<file path="config.mk">
export PLATFORM = sky130hd
export DESIGN_NAME = keypad_scanner
export DESIGN_NICKNAME = d
export VERILOG_FILES = /design/src/rtl/keypad_scanner.sv
export SDC_FILE = /design/constraint.sdc
export NUM_CORES = 1
export LEC_CHECK = 0
export BUFFER_PORTS_ARGS = -buffer_cell sky130_fd_sc_hd__buf_2
export CORE_ASPECT_RATIO = 0.75
export CORE_MARGIN = 4
export CORE_UTILIZATION = 60
export DETAILED_ROUTE_END_ITERATION = 12
export PLACE_DENSITY_LB_ADDON = 0.08
export SLEW_MARGIN = 40
export SYNTH_ARGS = -nofsm -noshare
export SYNTH_HDL_FRONTEND = slang
export SYNTH_SLANG_ARGS = --single-unit
</file>
<file path="constraint.sdc">
create_clock -name i_clock -period 2.8 [get_ports i_clock]
set_input_delay 0.28 -clock i_clock [delete_from_list [all_inputs] [get_ports i_clock]]
set_output_delay 0.28 -clock i_clock [all_outputs]
set_load 0.01 [all_outputs]
</file>
<file path="src/rtl/keypad_scanner.sv">
// 4x3 keypad scanner: row strobe, per-key debounce, one-shot emit, release wait.
// Define KEYPAD_FUNC_EN to emit '*'/'#' as key_func pulses; otherwise they are swallowed.
module keypad_scanner #(
  parameter int SCAN_DIV     = 1000,
  parameter int DEBOUNCE_CNT = 20000
) (
  input  logic       i_clock,
  input  logic       i_reset,
  input  logic [2:0] i_col_in,
  output logic [3:0] o_row_drive,
  output logic [3:0] o_key,
  output logic       o_shift,
  output logic       o_key_func
);

  localparam int DIV_W = (SCAN_DIV > 1) ? $clog2(SCAN_DIV) : 1;
  localparam int DEB_W = (DEBOUNCE_CNT > 1) ? $clog2(DEBOUNCE_CNT) : 1;
  localparam logic [DIV_W-1:0] DIV_LAST = DIV_W'(SCAN_DIV - 1);
  localparam logic [DEB_W-1:0] DEB_LAST = DEB_W'(DEBOUNCE_CNT - 1);

  localparam logic [1:0] S_SCAN     = 2'd0;
  localparam logic [1:0] S_DEBOUNCE = 2'd1;
  localparam logic [1:0] S_EMIT     = 2'd2;
  localparam logic [1:0] S_RELEASE  = 2'd3;

  logic [1:0]       r_state;
  logic [DIV_W-1:0] r_div;
  logic [DEB_W-1:0] r_deb;
  logic [3:0]       r_row;
  logic [1:0]       r_row_idx;
  logic [2:0]       r_col;
  logic [3:0]       r_key;
  logic             r_shift;
`ifdef KEYPAD_FUNC_EN
  logic             r_func;
`endif

  logic       w_one_hot;
  logic [1:0] w_col_idx;
  logic [3:0] w_code;
  logic       w_is_func;

  always_comb begin
    w_one_hot = (i_col_in == 3'b001) || (i_col_in == 3'b010) || (i_col_in == 3'b100);
    w_col_idx = r_col[0] ? 2'd0 : (r_col[1] ? 2'd1 : 2'd2);
    w_code    = 4'h0;
    w_is_func = 1'b0;
    if (r_row_idx == 2'd3) begin
      // bottom row is "* 0 #"
      case (w_col_idx)
        2'd0:    begin w_code = 4'hA; w_is_func = 1'b1; end
        2'd1:    w_code = 4'h0;
        default: begin w_code = 4'hB; w_is_func = 1'b1; end
      endcase
    end else begin
      w_code = {2'b00, r_row_idx} * 4'd3 + {2'b00, w_col_idx} + 4'd1;
    end
  end

  always_ff @(posedge i_clock or posedge i_reset) begin
    if (i_reset) begin
      r_state   <= S_SCAN;
      r_div     <= '0;
      r_deb     <= '0;
      r_row     <= 4'b0001;
      r_row_idx <= 2'd0;
      r_col     <= 3'b000;
      r_key     <= 4'h0;
      r_shift   <= 1'b0;
`ifdef KEYPAD_FUNC_EN
      r_func    <= 1'b0;
`endif
    end else begin
      r_shift <= 1'b0;
`ifdef KEYPAD_FUNC_EN
      r_func  <= 1'b0;
`endif
      case (r_state)
        S_SCAN: begin
          if (r_div == DIV_LAST) begin
            r_div <= '0;
            if (w_one_hot) begin
              r_col   <= i_col_in;
              r_deb   <= '0;
              r_state <= S_DEBOUNCE;
            end else begin
              r_row     <= {r_row[2:0], r_row[3]};
              r_row_idx <= r_row_idx + 2'd1;
            end
          end else begin
            r_div <= r_div + DIV_W'(1);
          end
        end
        S_DEBOUNCE: begin
          if (i_col_in == r_col) begin
            if (r_deb == DEB_LAST) begin
              // pulse and code land together, in the EMIT cycle
              r_deb   <= '0;
              r_state <= S_EMIT;
`ifdef KEYPAD_FUNC_EN
              r_key   <= w_code;
              r_shift <= ~w_is_func;
              r_func  <= w_is_func;
`else
              if (!w_is_func) begin
                r_key   <= w_code;
                r_shift <= 1'b1;
              end
`endif
            end else begin
              r_deb <= r_deb + DEB_W'(1);
            end
          end else begin
            r_deb     <= '0;
            r_state   <= S_SCAN;
            r_row     <= {r_row[2:0], r_row[3]};
            r_row_idx <= r_row_idx + 2'd1;
          end
        end
        S_EMIT: begin
          r_deb   <= '0;
          r_state <= S_RELEASE;
        end
        S_RELEASE: begin
          if (i_col_in == 3'b000) begin
            if (r_deb == DEB_LAST) begin
              r_deb     <= '0;
              r_state   <= S_SCAN;
              r_row     <= {r_row[2:0], r_row[3]};
              r_row_idx <= r_row_idx + 2'd1;
            end else begin
              r_deb <= r_deb + DEB_W'(1);
            end
          end else begin
            r_deb <= '0;
          end
        end
        default: r_state <= S_SCAN;
      endcase
    end
  end

  assign o_row_drive = r_row;
  assign o_key       = r_key;
  assign o_shift     = r_shift;
`ifdef KEYPAD_FUNC_EN
  assign o_key_func  = r_func;
`else
  assign o_key_func  = 1'b0;
`endif

endmodule

</file>
## Yosys cells after proc, flatten, opt, wreduce, memory -nomap -nowiden

Cells that the tools add are included.

| word-level totals | value |
|---|---|
| bits in registers | 41 |
| bits in latches | 0 |
| bits in writable memories | 0 |
| memory bits (read-only) | 0 |
| input port bits | 5 |
| output and inout bits | 10 |
| logic and storage cells | 80 |
| memories kept | 0 |

| cells by class | value |
|---|---|
| $add $sub $neg | 5 |
| multipliers | 1 |
| div/mod/pow operators | 0 |
| magnitude comparators | 0 |
| equal/unequal tests | 18 |
| shift operators | 0 |
| multiplexer cells | 36 |
| bitwise logic cells | 1 |
| reductions and logical operators | 11 |

Operators with widths:

| operator | count |
|---|---|
| $mux 15 | 5 |
| $pmux 15 s4 | 1 |
| $mux 2 | 13 |
| $mux 4 | 6 |
| $add 15x1->15 const B | 1 |
| $eq 15x15->1 const B | 1 |
| $ne 2x2->1 const B | 6 |
| $pmux 4 s3 | 1 |
| $add 10x1->10 const B | 1 |
| $eq 10x10->1 const B | 1 |
| $mux 10 | 1 |
| $pmux 2 s4 | 1 |
| $pmux 4 s2 | 1 |
| $eq 2x2->1 const B | 3 |
| $mux 1 | 6 |
| $pmux 2 s3 | 1 |
| $reduce_and 6->1 | 1 |
| $reduce_and 5->1 | 1 |
| $add 4x1->4 const B | 1 |
| $add 4x2->4 | 1 |
| $eq 2x1->1 const B | 2 |
| $logic_not 2->1 | 2 |
| $mul 2x2->4 const B | 1 |
| $reduce_and 4->1 | 1 |
| 12 further kinds | 13 |

## Logic depth before layout (Yosys ltp)

| logic depth | value |
|---|---|
| word-level depth | 9 |
| mapped depth | 7 |

## Least setup slack after synthesis

Ideal clock, no wire load.

| timing | value |
|---|---|
| kind | reg2reg |
| start point | register r_deb[13] |
| end point | register r_row[1] (netlist: o_row_drive[1]) |
| setup time | 0.125 ns |
| data arrival time | 1.873 ns |
| data required time | 2.675 ns |
| path slack | 0.802 ns |
| cell stages (with the launch flop) | 6 |
| path buffers | 0 |
| clock period less this slack | 1.998 ns |
| cells stage by stage | dfrtp_1 or4_4 nor4_4 and2_2 o32ai_4 mux2_2 |

| on the way | value |
|---|---|
| word-level cells in the longest chain between the ends | 3 |

RTL lines:

| item | RTL line | text |
|---|---|---|
| start, declared | 28 | `logic [DEB_W-1:0] r_deb;` |
| start signal, assigned | 111 | `r_deb <= r_deb + DEB_W'(1);` |
| start signal, assigned | 132 | `r_deb <= r_deb + DEB_W'(1);` |
| $eq 15x15->1 | 126 | `if (r_deb == DEB_LAST) begin` |
| $ne 2x2->1 (no line) | n/a |  |
| $reduce_and 6->1 (no line) | n/a |  |
| end signal, assigned | 87 | `r_row <= {r_row[2:0], r_row[3]};` |
| end signal, assigned | 116 | `r_row <= {r_row[2:0], r_row[3]};` |
| end signal, assigned | 129 | `r_row <= {r_row[2:0], r_row[3]};` |
| end, declared | 29 | `logic [3:0] r_row;` |

Every way passes these cells.
A chain may end at the register's enable or synchronous reset.

==> metrics.md <==
| Metric | Value |
|---|---|
| Outcome | finished clean |
| Crit path launch type | register |
| H-tree levels | 2 |
| DR WL/cell | 13.71 µm |
| Post_cts resized | 0 |
| Vias per inst | 5.652 |
| CTS Sinks | 41 |
| Hold Path Class | in -> async |
| CTS Root Cell | clkbuf_8 |
| MaxCap Viol Count | 0 |
| FP Rows | 19 |
| Die H | 61.76 µm |
| Average cell area after synthesis | 9.515 µm² |
| Initial antenna violation count | 0 |
| Routed wire length | 4251 µm |
| Gp weighted congestion | 0.8036 |
| Synth Warn # | 0 |
| Worst-Margin Slew | 0.6502 ns |
| Post-route ant nets | 0 |
| Area leader, netlist | dfrtp_1 |
| TritonCTS clock tree | yes |
| IO Count | 15 |
| Fraction of layout cells with a size suffix above 1 | 16.28% |
| Worst-path cell chain | or4b_1 > o41a_1 > nor3_2 > buf_4 > a41oi_1 > a31oi_1 |
| Yosys top cell area share | 43.29% |
| Post-route clock period utilization | 80.15% |
| DRT iter0 DRCs | 136 |
| Slowest cell on crit path | dfrtp_1 |
| Vias in the first global route | 1579 |
| Crit path kind | reg -> reg |
| Total GRT Usage | 19.53% |
| Worst-path clk slew | 0.08 ns |
| Post-synth cell types | 43 |
| Final net count | 270 |
| Final setup viols | 0 |
| First-pass iteration count of the detailed router | 4 |
| RSZ-0062 raised after global routing | no |
| Clk_lat worst skew | 0.29 ns |
| CTS Buf Count | 5 |
| Post-CTS Setup Bufs | 0 |
| Sequential element share of the synthesized area | 44.43% |
| Req. time, crit path | 3.01 ns |
| PwrDens | 444.9 mW/mm² |
| Fin crit period | 2.244 ns |
| Post-Syn Instances | 243 |
| Diodes inserted | 0 |
| Post-CTS Hold Buffers | 0 |
| Post-Syn Nets | 256 |
| Die Width | 79.68 µm |
| Pin count of the biggest net entering global routing | 42 |
| Slew Limit Fails | 0 |
| Yosys reg bits | 41 |
| Fmax | 445.6 MHz |
| Total power | 0.001133 W |
| Relative slew slack | 56.32% |
| Endpoints failing hold | 0 |
| Post-DP HPWL | 3025 µm |
| CP endpoint kind | register |
| Core Area | 0.003685 mm² |
| Top cells by area, synth | dfrtp_1 (43%), a21oi_1 (3.9%), nand2_1 (3.9%) |
| Post-Syn Area | 0.002312 mm² |
| Max Clock Skew | 0.004040 ns |
| CTS Buffer Depth | 2 |
| Worst Path Max Fanout | 13 |
| Die area | 0.004921 mm² |
| Hold WS | 0.1039 ns |
| Global-route wire length before repair | 7424 µm |
| Vias | 1752 |
| Leakage Power | 1.149 nW |
| Area growth, synth to finish | 10.12% |
| Worst EP arrival | 2.46 ns |
| Initial core utilization | 62.75% |
| Setup_tns | 0 ns |
| Util after Layout | 69.10% |
| Maximum VDD drop | 372.9 µV |
| Residual DRC | 0 |
| Port Buffers | 13 |
| Gr ovfl total | 0 |
| Critical path's largest stage delay | 0.51 ns |
==> critical path, delay by kind of cell, from the launching register on <==
family	cells	cell delay, ns
DFF	1	0.51
and+or+nand+nor	2	0.94
buffers and inverters	1	0.28
AOI/OAI and AO/OA	3	0.44
==> metal layers <==
metal  vias up  track usage [%]  wire length (µm)
met1       828            29.55              2277
li1        886                -                 -
met4         0            5.147                32
met2        34            28.54              1743
met3         4            4.323               197
met5         -                0                 0
==> final cells by class <==
class                           count  area, µm²
Multi-Input combinational cell    176       1186
Fill cell                         293       1139
Sequential cell                    41       1027
Timing Repair Buffer               16      87.58
Clock buffer                        7      86.33
Tap cell                           52      65.06
Inverter                           17      63.81
Clock inverter                      1      30.03
==> per-stage QoR <==
step	worst slack (ns)	std cells	instance area [µm²]
global placement	0.6093	302	2424
finish	0.5558	310	2546
global route	0.4061	310	2546
detailed placement	0.5739	302	2430
CTS	0.5671	310	2546
floorplan	0.8023	243	2312
==> flip-flops by register name (all words and copies together), names as in the netlist, named ones only <==
register	flops
o_key	4
r_div	10
o_row_drive	4
r_state	1
o_shift	1
r_col	3
r_row_idx	2
r_deb	15
==> cell usage in the layout (no fill, tap or decap), types with 7 or more instances in the layout <==
cell,n
o21ai_0,17
nor2_1,17
dfrtp_1,40
a21oi_1,18
nand2_1,24
mux2_2,7
inv_1,17
nand3_1,12
xnor2_1,8
buf_2,13
==> where the power goes <==
part | internal, W | switching, W | leakage [nW] | total [W]
logic | 0.0000135 | 0.0000299 | 0.546 | 0.0000434
clock network | 0.000291 | 0.000204 | 0.0585 | 0.000495
registers | 0.000593 | 0.00000168 | 0.545 | 0.000594
total | 0.000897 | 0.000236 | 1.15 | 0.00113
==> path summary, 6_finish.rpt <==
kind / start / endpoint / slack [ns] / cells past startpoint
worst max register to register: register / r_deb[8] / 0.56 / 6
min in group i_clock: i_col_in[1] / r_col[0] / 0.30 / 2
worst min register to register: o_key[3] / o_key[3] / 0.48 / 2
max in group asynchronous: i_reset / o_row_drive[0] / 2.33 / 3
worst min-delay path: i_reset / o_row_drive[1] / 0.10 / 3
worst max-delay path: register / r_deb[8] / 0.56 / 6
==> synth_stat cells (all sizes together) <==
library cell / number
ha: 6
nor4: 2
nand2b: 3
conb: 1
o21a: 1
or2: 3
buf: 4
or3b: 1
a21oi: 18
or4b: 1
xor2: 6
dfrtp: 40
xnor2: 8
a22o: 6
nand2: 24
a31oi: 5
a31o: 1
a21o: 4
clkbuf: 5
o31ai: 3
nand4b: 2
nor2: 17
or4: 1
o32ai: 1
and2: 2
mux2i: 3
fa: 2
o41a: 1
nor3b: 2
inv: 17
nor3: 7
a41oi: 2
nand4: 6
dfstp: 1
nand3: 12
mux2: 7
and3: 1
o21ai: 17
==> logic make-up (layout without fill, tap and decap cells) <==
kind of cell,count (synthesis),in the layout,synth area share (%)
AOI/OAI and AO/OA,59,59,16.61
other,1,1,0.1622
xor gates and xnor gates,14,14,5.303
buffers and inverters,26,41,4.545
and+or+nand+nor,84,84,19.27
DFF,41,41,44.43
adders and majority gates,8,8,4.978
muxes,10,10,4.708
No activity file was read; power rests on OpenSTA's default activity.
